<file path="config.mk">
export PLATFORM = sky130hd
export DESIGN_NAME = sr_tg_multi_flat
export DESIGN_NICKNAME = d
export VERILOG_FILES = /design/src/rtl/sr_tg_multi_if.sv /design/src/rtl/sr_tg_multi.sv /design/src/flat_wrapper.sv
export SDC_FILE = /design/constraint.sdc
export NUM_CORES = 1
export LEC_CHECK = 0
export ABC_CLOCK_PERIOD_IN_PS = 10580
export CAP_MARGIN = 20
export CORE_AREA = 2 2 182 184
export DETAILED_ROUTE_END_ITERATION = 10
export DIE_AREA = 0 0 184 186
export GPL_TIMING_DRIVEN = 0
export PLACE_DENSITY = 0.9
export SLEW_MARGIN = 15
export SYNTH_ARGS = -nofsm -noshare
export SYNTH_HDL_FRONTEND = slang
export SYNTH_SLANG_ARGS = --single-unit
</file>
<file path="constraint.sdc">
create_clock -name clk -period 10.58 [get_ports clk]
set_clock_uncertainty 0.15 [all_clocks]
set_input_delay 1.058 -clock clk [delete_from_list [all_inputs] [get_ports clk]]
set_output_delay 1.058 -clock clk [all_outputs]
set_load 0.01 [all_outputs]
</file>
<file path="src/rtl/sr_tg_multi_if.sv">
// UI bus between the traffic generator (master) and the memory controller (slave).
interface sr_tg_multi_if #(
   parameter int APP_DATA_WIDTH = 64,
   parameter int APP_ADDR_WIDTH = 33
);
   logic                        app_rdy;
   logic                        app_wdf_rdy;
   logic                        app_rd_data_valid;
   logic [APP_DATA_WIDTH-1:0]   app_rd_data;
   logic [2:0]                  app_cmd;
   logic [APP_ADDR_WIDTH-1:0]   app_addr;
   logic                        app_en;
   logic [APP_DATA_WIDTH-1:0]   app_wdf_data;
   logic                        app_wdf_wren;
   logic                        app_wdf_end;
   logic [APP_DATA_WIDTH/8-1:0] app_wdf_mask;

   modport master (
      input  app_rdy, app_wdf_rdy, app_rd_data_valid, app_rd_data,
      output app_cmd, app_addr, app_en, app_wdf_data, app_wdf_wren, app_wdf_end, app_wdf_mask
   );

   modport slave (
      output app_rdy, app_wdf_rdy, app_rd_data_valid, app_rd_data,
      input  app_cmd, app_addr, app_en, app_wdf_data, app_wdf_wren, app_wdf_end, app_wdf_mask
   );
endinterface

</file>
<file path="src/rtl/sr_tg_multi.sv">
// Write-then-read traffic generator for the DDR UI, either feeding data through the
// SR block (SR mode) or writing and checking a seed/index pattern (PATTERN mode).
module sr_tg_multi #(
   parameter int APP_DATA_WIDTH = 64,
   parameter int APP_ADDR_WIDTH = 33,
   parameter int ADDR_STEP      = 8,
   parameter int CNT_WIDTH      = 16,
   parameter int GAP_CYCLES     = 45
) (
   input  logic                      clk,
   input  logic                      rst,
   input  logic                      init_calib_complete,
   input  logic                      start,
   input  logic                      mode,
   input  logic [APP_ADDR_WIDTH-1:0] base_addr,
   input  logic [CNT_WIDTH-1:0]      num_words,
   input  logic [31:0]               seed,
   output logic [APP_DATA_WIDTH-1:0] sr_din,
   output logic                      sr_newd,
   input  logic                      sr_done,
   input  logic [APP_DATA_WIDTH-1:0] sr_dout,
   output logic                      busy,
   output logic                      done,
   output logic                      pass,
   output logic [CNT_WIDTH-1:0]      err_count,
   output logic [CNT_WIDTH-1:0]      rd_count,
   sr_tg_multi_if.master             ui
);
   localparam int WORDS = APP_DATA_WIDTH / 32;
   localparam int GW    = $clog2(GAP_CYCLES + 1);

   typedef enum logic [2:0] {IDLE, WCAL, WFETCH, WISSUE, GAP, RISSUE, DRAIN, FIN} state_t;

   state_t                    state_r;
   logic                      mode_r;
   logic [APP_ADDR_WIDTH-1:0] base_r;
   logic [CNT_WIDTH-1:0]      nwords_r;
   logic [31:0]               seed_r;
   logic [CNT_WIDTH-1:0]      idx_r;
   logic [GW-1:0]             gap_cnt_r;
   logic [GW-1:0]             idle_cnt_r;
   logic                      timeout_r;
   logic                      fetch_sent_r;

   logic [CNT_WIDTH-1:0]      idx_nxt_s;
   logic                      cmd_fire_s;
   logic                      data_fire_s;
   logic                      wr_both_s;
   logic                      cap_en_s;
   logic                      beat_err_s;

   function automatic logic [APP_DATA_WIDTH-1:0] pattern_f(input logic [31:0] s,
                                                          input logic [CNT_WIDTH-1:0] i);
      logic [31:0] w;
      w = s ^ 32'(i);
      return {WORDS{w}};
   endfunction

   function automatic logic [APP_ADDR_WIDTH-1:0] addr_f(input logic [APP_ADDR_WIDTH-1:0] b,
                                                       input logic [CNT_WIDTH-1:0] i);
      return b + APP_ADDR_WIDTH'(i) * APP_ADDR_WIDTH'(ADDR_STEP);
   endfunction

   assign idx_nxt_s   = idx_r + CNT_WIDTH'(1'b1);
   assign cmd_fire_s  = ui.app_en & ui.app_rdy;
   assign data_fire_s = ui.app_wdf_wren & ui.app_wdf_rdy;
   // A write beat is finished once neither the command nor the data is still outstanding.
   assign wr_both_s   = (~ui.app_en | ui.app_rdy) & (~ui.app_wdf_wren | ui.app_wdf_rdy);
   assign cap_en_s    = (state_r != IDLE) && (state_r != WCAL);

   assign ui.app_wdf_end  = ui.app_wdf_wren;
   assign ui.app_wdf_mask = {(APP_DATA_WIDTH/8){1'b0}};

   // Classify the incoming read beat: overflow beats always count, PATTERN mode also compares.
   always_comb begin
      beat_err_s = 1'b0;
      if (rd_count >= nwords_r) begin
         beat_err_s = 1'b1;
      end else if (mode_r) begin
         beat_err_s = (ui.app_rd_data != pattern_f(seed_r, rd_count));
      end else begin
         beat_err_s = 1'b0;
      end
   end

   // Run sequencer plus read-beat accounting; all status and UI outputs are registered here.
   always_ff @(posedge clk or negedge rst) begin
      if (!rst) begin
         state_r         <= IDLE;
         mode_r          <= 1'b0;
         base_r          <= {APP_ADDR_WIDTH{1'b0}};
         nwords_r        <= {CNT_WIDTH{1'b0}};
         seed_r          <= 32'h0000_0000;
         idx_r           <= {CNT_WIDTH{1'b0}};
         gap_cnt_r       <= {GW{1'b0}};
         idle_cnt_r      <= {GW{1'b0}};
         timeout_r       <= 1'b0;
         fetch_sent_r    <= 1'b0;
         sr_din          <= {APP_DATA_WIDTH{1'b0}};
         sr_newd         <= 1'b0;
         busy            <= 1'b0;
         done            <= 1'b0;
         pass            <= 1'b0;
         err_count       <= {CNT_WIDTH{1'b0}};
         rd_count        <= {CNT_WIDTH{1'b0}};
         ui.app_cmd      <= 3'd1;
         ui.app_addr     <= {APP_ADDR_WIDTH{1'b0}};
         ui.app_en       <= 1'b0;
         ui.app_wdf_data <= {APP_DATA_WIDTH{1'b0}};
         ui.app_wdf_wren <= 1'b0;
      end else begin
         sr_newd <= 1'b0;
         case (state_r)
            IDLE: begin
               if (start) begin
                  mode_r    <= mode;
                  base_r    <= base_addr;
                  nwords_r  <= (num_words == {CNT_WIDTH{1'b0}}) ? CNT_WIDTH'(1'b1) : num_words;
                  seed_r    <= seed;
                  idx_r     <= {CNT_WIDTH{1'b0}};
                  err_count <= {CNT_WIDTH{1'b0}};
                  rd_count  <= {CNT_WIDTH{1'b0}};
                  timeout_r <= 1'b0;
                  busy      <= 1'b1;
                  done      <= 1'b0;
                  pass      <= 1'b0;
                  state_r   <= WCAL;
               end
            end
            WCAL: begin
               if (init_calib_complete) begin
                  fetch_sent_r <= 1'b0;
                  state_r      <= WFETCH;
               end
            end
            WFETCH: begin
               if (init_calib_complete && (mode_r || (fetch_sent_r && sr_done))) begin
                  ui.app_en       <= 1'b1;
                  ui.app_cmd      <= 3'd0;
                  ui.app_addr     <= addr_f(base_r, idx_r);
                  ui.app_wdf_data <= mode_r ? pattern_f(seed_r, idx_r) : sr_dout;
                  ui.app_wdf_wren <= 1'b1;
                  state_r         <= WISSUE;
               end else if (init_calib_complete && !fetch_sent_r) begin
                  sr_din       <= pattern_f(seed_r, idx_r);
                  sr_newd      <= 1'b1;
                  fetch_sent_r <= 1'b1;
               end
            end
            WISSUE: begin
               if (cmd_fire_s) begin
                  ui.app_en <= 1'b0;
               end
               if (data_fire_s) begin
                  ui.app_wdf_wren <= 1'b0;
               end
               if (wr_both_s) begin
                  idx_r        <= idx_nxt_s;
                  fetch_sent_r <= 1'b0;
                  if (idx_nxt_s == nwords_r) begin
                     gap_cnt_r <= {GW{1'b0}};
                     state_r   <= GAP;
                  end else begin
                     state_r   <= WFETCH;
                  end
               end
            end
            GAP: begin
               if (gap_cnt_r == GW'(GAP_CYCLES - 1)) begin
                  idx_r       <= {CNT_WIDTH{1'b0}};
                  ui.app_en   <= init_calib_complete;
                  ui.app_cmd  <= 3'd1;
                  ui.app_addr <= base_r;
                  state_r     <= RISSUE;
               end else begin
                  gap_cnt_r <= gap_cnt_r + GW'(1'b1);
               end
            end
            RISSUE: begin
               // Commands stream back-to-back; a calibration loss pauses after the accepted one.
               if (cmd_fire_s) begin
                  idx_r       <= idx_nxt_s;
                  ui.app_addr <= addr_f(base_r, idx_nxt_s);
                  if (idx_nxt_s == nwords_r) begin
                     ui.app_en  <= 1'b0;
                     idle_cnt_r <= {GW{1'b0}};
                     state_r    <= DRAIN;
                  end else begin
                     ui.app_en <= init_calib_complete;
                  end
               end else if (!ui.app_en && init_calib_complete) begin
                  ui.app_en <= 1'b1;
               end
            end
            DRAIN: begin
               if (rd_count >= nwords_r) begin
                  state_r <= FIN;
               end else if (ui.app_rd_data_valid) begin
                  idle_cnt_r <= {GW{1'b0}};
               end else if (idle_cnt_r == GW'(GAP_CYCLES - 1)) begin
                  timeout_r <= 1'b1;
                  state_r   <= FIN;
               end else begin
                  idle_cnt_r <= idle_cnt_r + GW'(1'b1);
               end
            end
            FIN: begin
               busy    <= 1'b0;
               done    <= 1'b1;
               pass    <= !timeout_r && (err_count == {CNT_WIDTH{1'b0}}) && (rd_count == nwords_r);
               state_r <= IDLE;
            end
            default: begin
               state_r <= IDLE;
            end
         endcase

         if (cap_en_s && ui.app_rd_data_valid) begin
            rd_count <= rd_count + CNT_WIDTH'(1'b1);
            if (beat_err_s && (err_count != {CNT_WIDTH{1'b1}})) begin
               err_count <= err_count + CNT_WIDTH'(1'b1);
            end
            if (!mode_r) begin
               sr_din  <= ui.app_rd_data;
               sr_newd <= 1'b1;
            end
         end
      end
   end
endmodule

</file>
<file path="src/flat_wrapper.sv">
// flat-port wrapper written by rule: the top's interface ports become plain ports
module sr_tg_multi_flat 
#(
   parameter int APP_DATA_WIDTH = 64,
   parameter int APP_ADDR_WIDTH = 33,
   parameter int ADDR_STEP      = 8,
   parameter int CNT_WIDTH      = 16,
   parameter int GAP_CYCLES     = 45
)
  (clk, rst, init_calib_complete, start, mode, base_addr, num_words, seed, sr_din, sr_newd, sr_done, sr_dout, busy, done, pass, err_count, rd_count, ui_app_rdy, ui_app_wdf_rdy, ui_app_rd_data_valid, ui_app_rd_data, ui_app_cmd, ui_app_addr, ui_app_en, ui_app_wdf_data, ui_app_wdf_wren, ui_app_wdf_end, ui_app_wdf_mask);
  sr_tg_multi_if #(.APP_DATA_WIDTH(APP_DATA_WIDTH), .APP_ADDR_WIDTH(APP_ADDR_WIDTH)) ui_i ();
  input  logic clk;
  input  logic rst;
  input  logic init_calib_complete;
  input  logic start;
  input  logic mode;
  input  logic [APP_ADDR_WIDTH-1:0] base_addr;
  input  logic [CNT_WIDTH-1:0] num_words;
  input  logic [31:0] seed;
  output logic [APP_DATA_WIDTH-1:0] sr_din;
  output logic sr_newd;
  input  logic sr_done;
  input  logic [APP_DATA_WIDTH-1:0] sr_dout;
  output logic busy;
  output logic done;
  output logic pass;
  output logic [CNT_WIDTH-1:0] err_count;
  output logic [CNT_WIDTH-1:0] rd_count;
  input wire logic [$bits(ui_i.app_rdy)-1:0] ui_app_rdy;
  input wire logic [$bits(ui_i.app_wdf_rdy)-1:0] ui_app_wdf_rdy;
  input wire logic [$bits(ui_i.app_rd_data_valid)-1:0] ui_app_rd_data_valid;
  input wire logic [$bits(ui_i.app_rd_data)-1:0] ui_app_rd_data;
  output wire logic [$bits(ui_i.app_cmd)-1:0] ui_app_cmd;
  output wire logic [$bits(ui_i.app_addr)-1:0] ui_app_addr;
  output wire logic [$bits(ui_i.app_en)-1:0] ui_app_en;
  output wire logic [$bits(ui_i.app_wdf_data)-1:0] ui_app_wdf_data;
  output wire logic [$bits(ui_i.app_wdf_wren)-1:0] ui_app_wdf_wren;
  output wire logic [$bits(ui_i.app_wdf_end)-1:0] ui_app_wdf_end;
  output wire logic [$bits(ui_i.app_wdf_mask)-1:0] ui_app_wdf_mask;
  assign ui_i.app_rdy = ui_app_rdy;
  assign ui_i.app_wdf_rdy = ui_app_wdf_rdy;
  assign ui_i.app_rd_data_valid = ui_app_rd_data_valid;
  assign ui_i.app_rd_data = ui_app_rd_data;
  assign ui_app_cmd = ui_i.app_cmd;
  assign ui_app_addr = ui_i.app_addr;
  assign ui_app_en = ui_i.app_en;
  assign ui_app_wdf_data = ui_i.app_wdf_data;
  assign ui_app_wdf_wren = ui_i.app_wdf_wren;
  assign ui_app_wdf_end = ui_i.app_wdf_end;
  assign ui_app_wdf_mask = ui_i.app_wdf_mask;
  sr_tg_multi #(.APP_DATA_WIDTH(APP_DATA_WIDTH), .APP_ADDR_WIDTH(APP_ADDR_WIDTH), .ADDR_STEP(ADDR_STEP), .CNT_WIDTH(CNT_WIDTH), .GAP_CYCLES(GAP_CYCLES)) u_core (.clk(clk), .rst(rst), .init_calib_complete(init_calib_complete), .start(start), .mode(mode), .base_addr(base_addr), .num_words(num_words), .seed(seed), .sr_din(sr_din), .sr_newd(sr_newd), .sr_done(sr_done), .sr_dout(sr_dout), .busy(busy), .done(done), .pass(pass), .err_count(err_count), .rd_count(rd_count), .ui(ui_i));
endmodule
</file>
# --- Word level (Yosys, flattened, before mapping) ---
# Index checks and enable logic that the tools add are counted.
word_totals:
  ramBits: 0
  memories: 0
  inputBits: 218
  ff_bits: 317
  mem_bits_ro: 0
  elab_cells: 192
  latch_bits: 0
op_classes:
  shift: 0
  n_reduce_logical: 43
  n_bitwise: 9
  n_lt_le_gt_ge: 1
  n_eq_ne: 34
  n_addsub: 7
  n_mux: 76
  mul: 0
  n_div: 0
ops:
  columns: ["cell", "n"]
  rows:
  - ["$mux W64", 6]
  - ["$mux W16", 11]
  - ["$mux W33", 3]
  - ["$pmux W33 S3", 1]
  - ["$add A33 B19 Y33", 2]
  - ["$ne A64 B64 Y1", 1]
  - ["$pmux W16 S4", 1]
  - ["$xor A32 B16 Y32", 2]
  - ["$add A16 B1 Y16 const B", 3]
  - ["$mux W6", 7]
  - ["$mux W3", 13]
  - ["$eq A16 B16 Y1", 2]
  - ["$logic_not A16 Y1", 2]
  - ["$reduce_and A5 Y1", 5]
  - ["$pmux W3 S8", 1]
  - ["$pmux W6 S2", 2]
  - ["$mux W1", 23]
  - ["$ne A2 B1 Y1 const B", 10]
  - ["$ge A16 B16 Y1", 1]
  - ["$ne A16 B16 Y1 const B", 1]
  - ["$reduce_bool A2 Y1", 8]
  - ["$add A6 B1 Y6 const B", 2]
  - ["$eq A3 B3 Y1 const B", 4]
  - ["$eq A6 B6 Y1 const B", 2]
  - ["other kinds (23)", 57]

# --- Longest topological paths before layout ---
logic_depth:
  depth_word: 7
  mapped_depth: 17
  ltp_nobuf: 15

# --- Worst setup path after synthesis ---
# OpenSTA, ideal clock, no wires.
synth_path:
  path_kind: "flip-flop to flip-flop"
  startpoint: "reg u_core.state_r[2]"
  endpoint: "reg u_core.ui.app_addr[23]"
  t_required_ns: 10.347
  t_arrival_ns: 3.402
  slack_ns: 6.945
  path_buffers: 2
  path_stages_with_launch: 17
  period_less_slack_ns: 3.635
  setup_time_ns: 0.083
  path_cell_list: "dfrtp_1 > clkbuf_1 > nor2b_1 > nand2_1 > clkbuf_1 > xnor2_1 > ha_1 > inv_1 > fa_1 > nor2b_1 > o31a_1 > o21ai_0 > o31a_1 > o211ai_1 > nand4_1 > xor2_1 > o21ai_0"
synth_between:
  elab_chain_len: 3
synth_lines:
  columns: ["item", "line_no", "rtl"]
  rows:
  - ["from (decl)", "sr_tg_multi.sv:34", "state_t state_r;"]
  - ["from (signal assigned)", "sr_tg_multi.sv:89", "state_r <= IDLE;"]
  - ["from (signal assigned)", "sr_tg_multi.sv:127", "state_r <= WCAL;"]
  - ["from (signal assigned)", "sr_tg_multi.sv:133", "state_r <= WFETCH;"]
  - ["$eq A3 B3 Y1 or $eq A3 B2 Y1 (tied branches)", "sr_tg_multi.sv:113", "case (state_r)"]
  - ["$ne A2 B1 Y1 (no source line) or $reduce_bool A3 Y1 (tied branches)", null, null]
  - ["$reduce_and A4 Y1 (no source line)", null, null]
  - ["to (signal assigned)", "sr_tg_multi.sv:107", "ui.app_addr <= {APP_ADDR_WIDTH{1'b0}};"]
  - ["to (signal assigned)", "sr_tg_multi.sv:140", "ui.app_addr <= addr_f(base_r, idx_r);"]
  - ["to (signal assigned)", "sr_tg_multi.sv:173", "ui.app_addr <= base_r;"]
  - ["to (decl)", "sr_tg_multi_if.sv:20", "output app_cmd, app_addr, app_en, app_wdf_data, app_wdf_wren, app_wdf_end, app_wdf_mask"]
# Parallel ways exist; a longest one is shown, timed or not.
# A chain may end at the register's enable or synchronous reset.

# --- Final worst setup path ---
layout_path:
  startpoint: "reg u_core.state_r[2]"
  endpoint: "reg u_core.ui.app_addr[30]"
# Same word-level chain as after synthesis.

==> results.json <==
{
  "register_area_um2": 7884,
  "cts.sinks": 315,
  "r2r-start": "u_core.state_r[2]$_DFFE_PN0P_",
  "detail-route-antenna-nets": 0,
  "top_usage_layer": "met2",
  "hold_slack_ns": 0.3039,
  "power_uw": 6223,
  "core_um2": 32210,
  "cts-root-buf": "clkbuf_16",
  "cts_buffers": 36,
  "rr_endpoint": "u_core.ui.app_addr[30]$_DFFE_PN0P_",
  "fin_crit_sh": 0.4422,
  "met1_usage": 0.4717,
  "worstSetupPathType": "reg2reg",
  "cp_slowest_cell": "nor2_1",
  "routed-via-count": 17950,
  "portBuffers": 418,
  "use_met3": 0.1197,
  "slowest_delay_ns": 0.48,
  "drc": 0,
  "fill_cells": 2368,
  "synthFlopType": "dfrtp_1",
  "syn_avg_cell_area_um2": 8.560,
  "gp_congestion": 0.9704,
  "antenna_found_initial": 15,
  "cts_setup_buffers": 0,
  "seq_area_frac_synth": 0.4559,
  "areaGrowthSynthToFinish_pct": 34.79,
  "grtUsageTotal": 0.3972,
  "layout_commonest_cell": "nand2_1",
  "dpl.hpwl_mm": 50.35,
  "hold_viol": 0,
  "cts_tree": "built",
  "drive_above_1_share": 0.05533,
  "cp_cell_sequence": "clkbuf_1 > clkbuf_1 > nand2_1 > nor2_1 > nand2_1 > xnor2_1 > ha_1 > o21ai_0 > o21bai_1 > a21o_1 > a41oi_1 > o21ai_0 > o221ai_1 > buf_2 > or4_1 > a31oi_1",
  "fmax_ghz": 0.2138,
  "viasPerCell": 6.124,
  "setup_viol": 0,
  "power-per-cell-area_nw_per_um2": 267.0,
  "hold_path_class": "in2async",
  "setup_tns_ns": 0,
  "crit_family": "compound AO/OA/AOI/OAI gates",
  "ff2ff_path_depth": 16,
  "worst_pin_slew_ns": 1.141,
  "final_cell_mix": "nand2_1, clkdlybuf4s50_1, dfrtp_1",
  "crit_fanout": 10,
  "crit_arrival_ns": 4.88,
  "synthArstFlopShare": 1.000,
  "routed_wl_mm": 68.38,
  "die_w_um": 184,
  "cts_max_level": 2,
  "clock_path_buffers": 3,
  "ioPinCount": 429,
  "placed_area_um2": 22110,
  "rsz0062_at_grt": "no",
  "cts_hold_buf": 0,
  "yosysUniqueCellTypes": 84,
  "die_area_um2": 34220,
  "final_max_slew_viol_count": 0,
  "rows": 66,
  "first_global_vias": 17610,
  "netlist_area_um2": 17290,
  "peakVddDrop_uv": 157.6,
  "path_buf_inv": 3,
  "drv_cap": 0,
  "wl_per_cell_um": 23.33,
  "met2_usage": 0.6278,
  "worstSetupStartpointType": "flip-flop",
  "initial_core_util": 0.5369,
  "overflow": 0,
  "status": "completed",
  "path_clk_slew_ns": 0.06,
  "design_area_um2": 23310,
  "period_needed_ns": 4.678,
  "relSlewSlack": 0.2397,
  "synth-seq-cells": 315,
  "multi_input_comb_area_um2": 8728,
  "synth_edf_count": 0,
  "syn_inst": 2020,
  "r2r_slack_ns": 5.90,
  "ctsResizeCount": 0,
  "p_leak_uw": 0.01024,
  "drtIter0Drc": 1728,
  "fin_nets": 2748,
  "required_ns": 10.78,
  "die_h_um": 186,
  "firstDrtPassIters": 6,
  "grt_pass1_wl_mm": 102.1,
  "grt_max_degree": 99,
  "insertion_delay_ns": 0.52,
  "yosysWarnings": 0,
  "critPathCaptureType": "flip-flop"
}
## worst max-delay path by stage
stage	to	from	slack, ns	cells after the start
finish	u_core.ui.app_addr[30]$_DFFE_PN0P_	u_core.state_r[2]$_DFFE_PN0P_	5.90	16
detailed placement	u_core.ui.app_addr[23]$_DFFE_PN0P_	u_core.state_r[2]$_DFFE_PN0P_	6.04	16
global placement	u_core.ui.app_addr[28]$_DFFE_PN0P_	rst	-5.21	1
global route	u_core.ui.app_addr[30]$_DFFE_PN0P_	u_core.state_r[2]$_DFFE_PN0P_	5.57	16
floorplan	u_core.ui.app_addr[23]$_DFFE_PN0P_	u_core.state_r[2]$_DFFE_PN0P_	6.95	16
CTS	u_core.ui.app_addr[32]$_DFFE_PN0P_	u_core.state_r[2]$_DFFE_PN0P_	6.03	16
## report_power, final
group	switching, µW	internal, µW
clock network	516	744
logic	1570	1230
registers	488	1680
total	2570	3650
## flip-flops by register name (all words and copies together) (netlist names)
name and flops:
u_core.base_r 33, u_core.busy 1, u_core.done 1, u_core.err_count 16
u_core.fetch_sent_r 1, u_core.gap_cnt_r 6, u_core.idle_cnt_r 6, u_core.idx_r 16
u_core.mode_r 1, u_core.nwords_r 16, u_core.pass 1, u_core.rd_count 16
u_core.seed_r 32, u_core.sr_din 64, u_core.sr_newd 1, u_core.state_r 3
u_core.timeout_r 1, u_core.ui.app_addr 33, u_core.ui.app_cmd 1, u_core.ui.app_en 1
u_core.ui.app_wdf_data 64, u_core.ui.app_wdf_end 1
## kinds of logic after synthesis
logic type      after synthesis  synth area share
simple gates                874            0.2283
compound gates              469            0.1621
flops                       315            0.4559
buf+inv                     167           0.04124
xor+xnor                     99           0.05058
mux                          53           0.03082
fa+ha+maj                    42           0.03082
other cells                   1         0.0002169
## per-stage QoR
step	worst slack (ns)	std cells	util
4_1_cts	6.033	2920	0.7228
5_1_grt	5.573	2930	0.7236
3_5_place_dp	6.044	2858	0.6864
6_report	5.902	2931	0.7237
2_1_floorplan	6.945	2029	-
3_3_place_gp	-5.214	2855	0.6837
## worst register-to-register path: stages (launching register included)
cell and delay [ns]:
dfrtp_1 0.32, clkbuf_1 0.29, clkbuf_1 0.37, nand2_1 0.18, nor2_1 0.48, nand2_1 0.14
xnor2_1 0.16, ha_1 0.32, o21ai_0 0.26, o21bai_1 0.10, a21o_1 0.23, a41oi_1 0.40
o21ai_0 0.20, o221ai_1 0.38, buf_2 0.31, or4_1 0.15, a31oi_1 0.10
## synthesized netlist by cell type (all sizes together) (4+ instances only)
cell type,instances,share of area
clkbuf,94,0.020
or3,13,0.0050
and3,23,0.0083
nand3,52,0.015
xor2,44,0.022
a21o,10,0.0043
o211ai,17,0.0082
inv,39,0.0085
and2,27,0.0098
dfrtp,314,0.45
nor2b,15,0.0054
nand4,26,0.010
nor4,15,0.0067
a21oi,87,0.025
o31a,4,0.0020
o21ai,230,0.067
a22o,7,0.0035
nor2,149,0.032
mux2i,51,0.030
a31oi,14,0.0051
xnor2,55,0.028
o22ai,8,0.0029
a211oi,5,0.0022
o31ai,46,0.020
nand2b,8,0.0029
or2,29,0.010
nor3,28,0.0090
or4,14,0.0063
nand2,464,0.10
buf,33,0.012
ha,41,0.030
## per-layer routing
layer | vias to the layer above | routed length (µm)
met1 | 8565 | 24230
met3 | 300 | 8016
met5 | - | 42
met4 | 8 | 4946
met2 | 1172 | 31150
li1 | 7903 | -
## final cells by class
cell class / instances / area share
timing repair buffer: 421 / 0.1833
tap: 408 / 0.02190
clock buffer: 50 / 0.04525
buffer: 127 / 0.02416
antenna: 11 / 0.001181
sequential: 315 / 0.3383
multi-input combinational: 1547 / 0.3745
clock inverter: 12 / 0.005046
inverter: 40 / 0.006442
No activity file was read; power rests on OpenSTA's default activity.
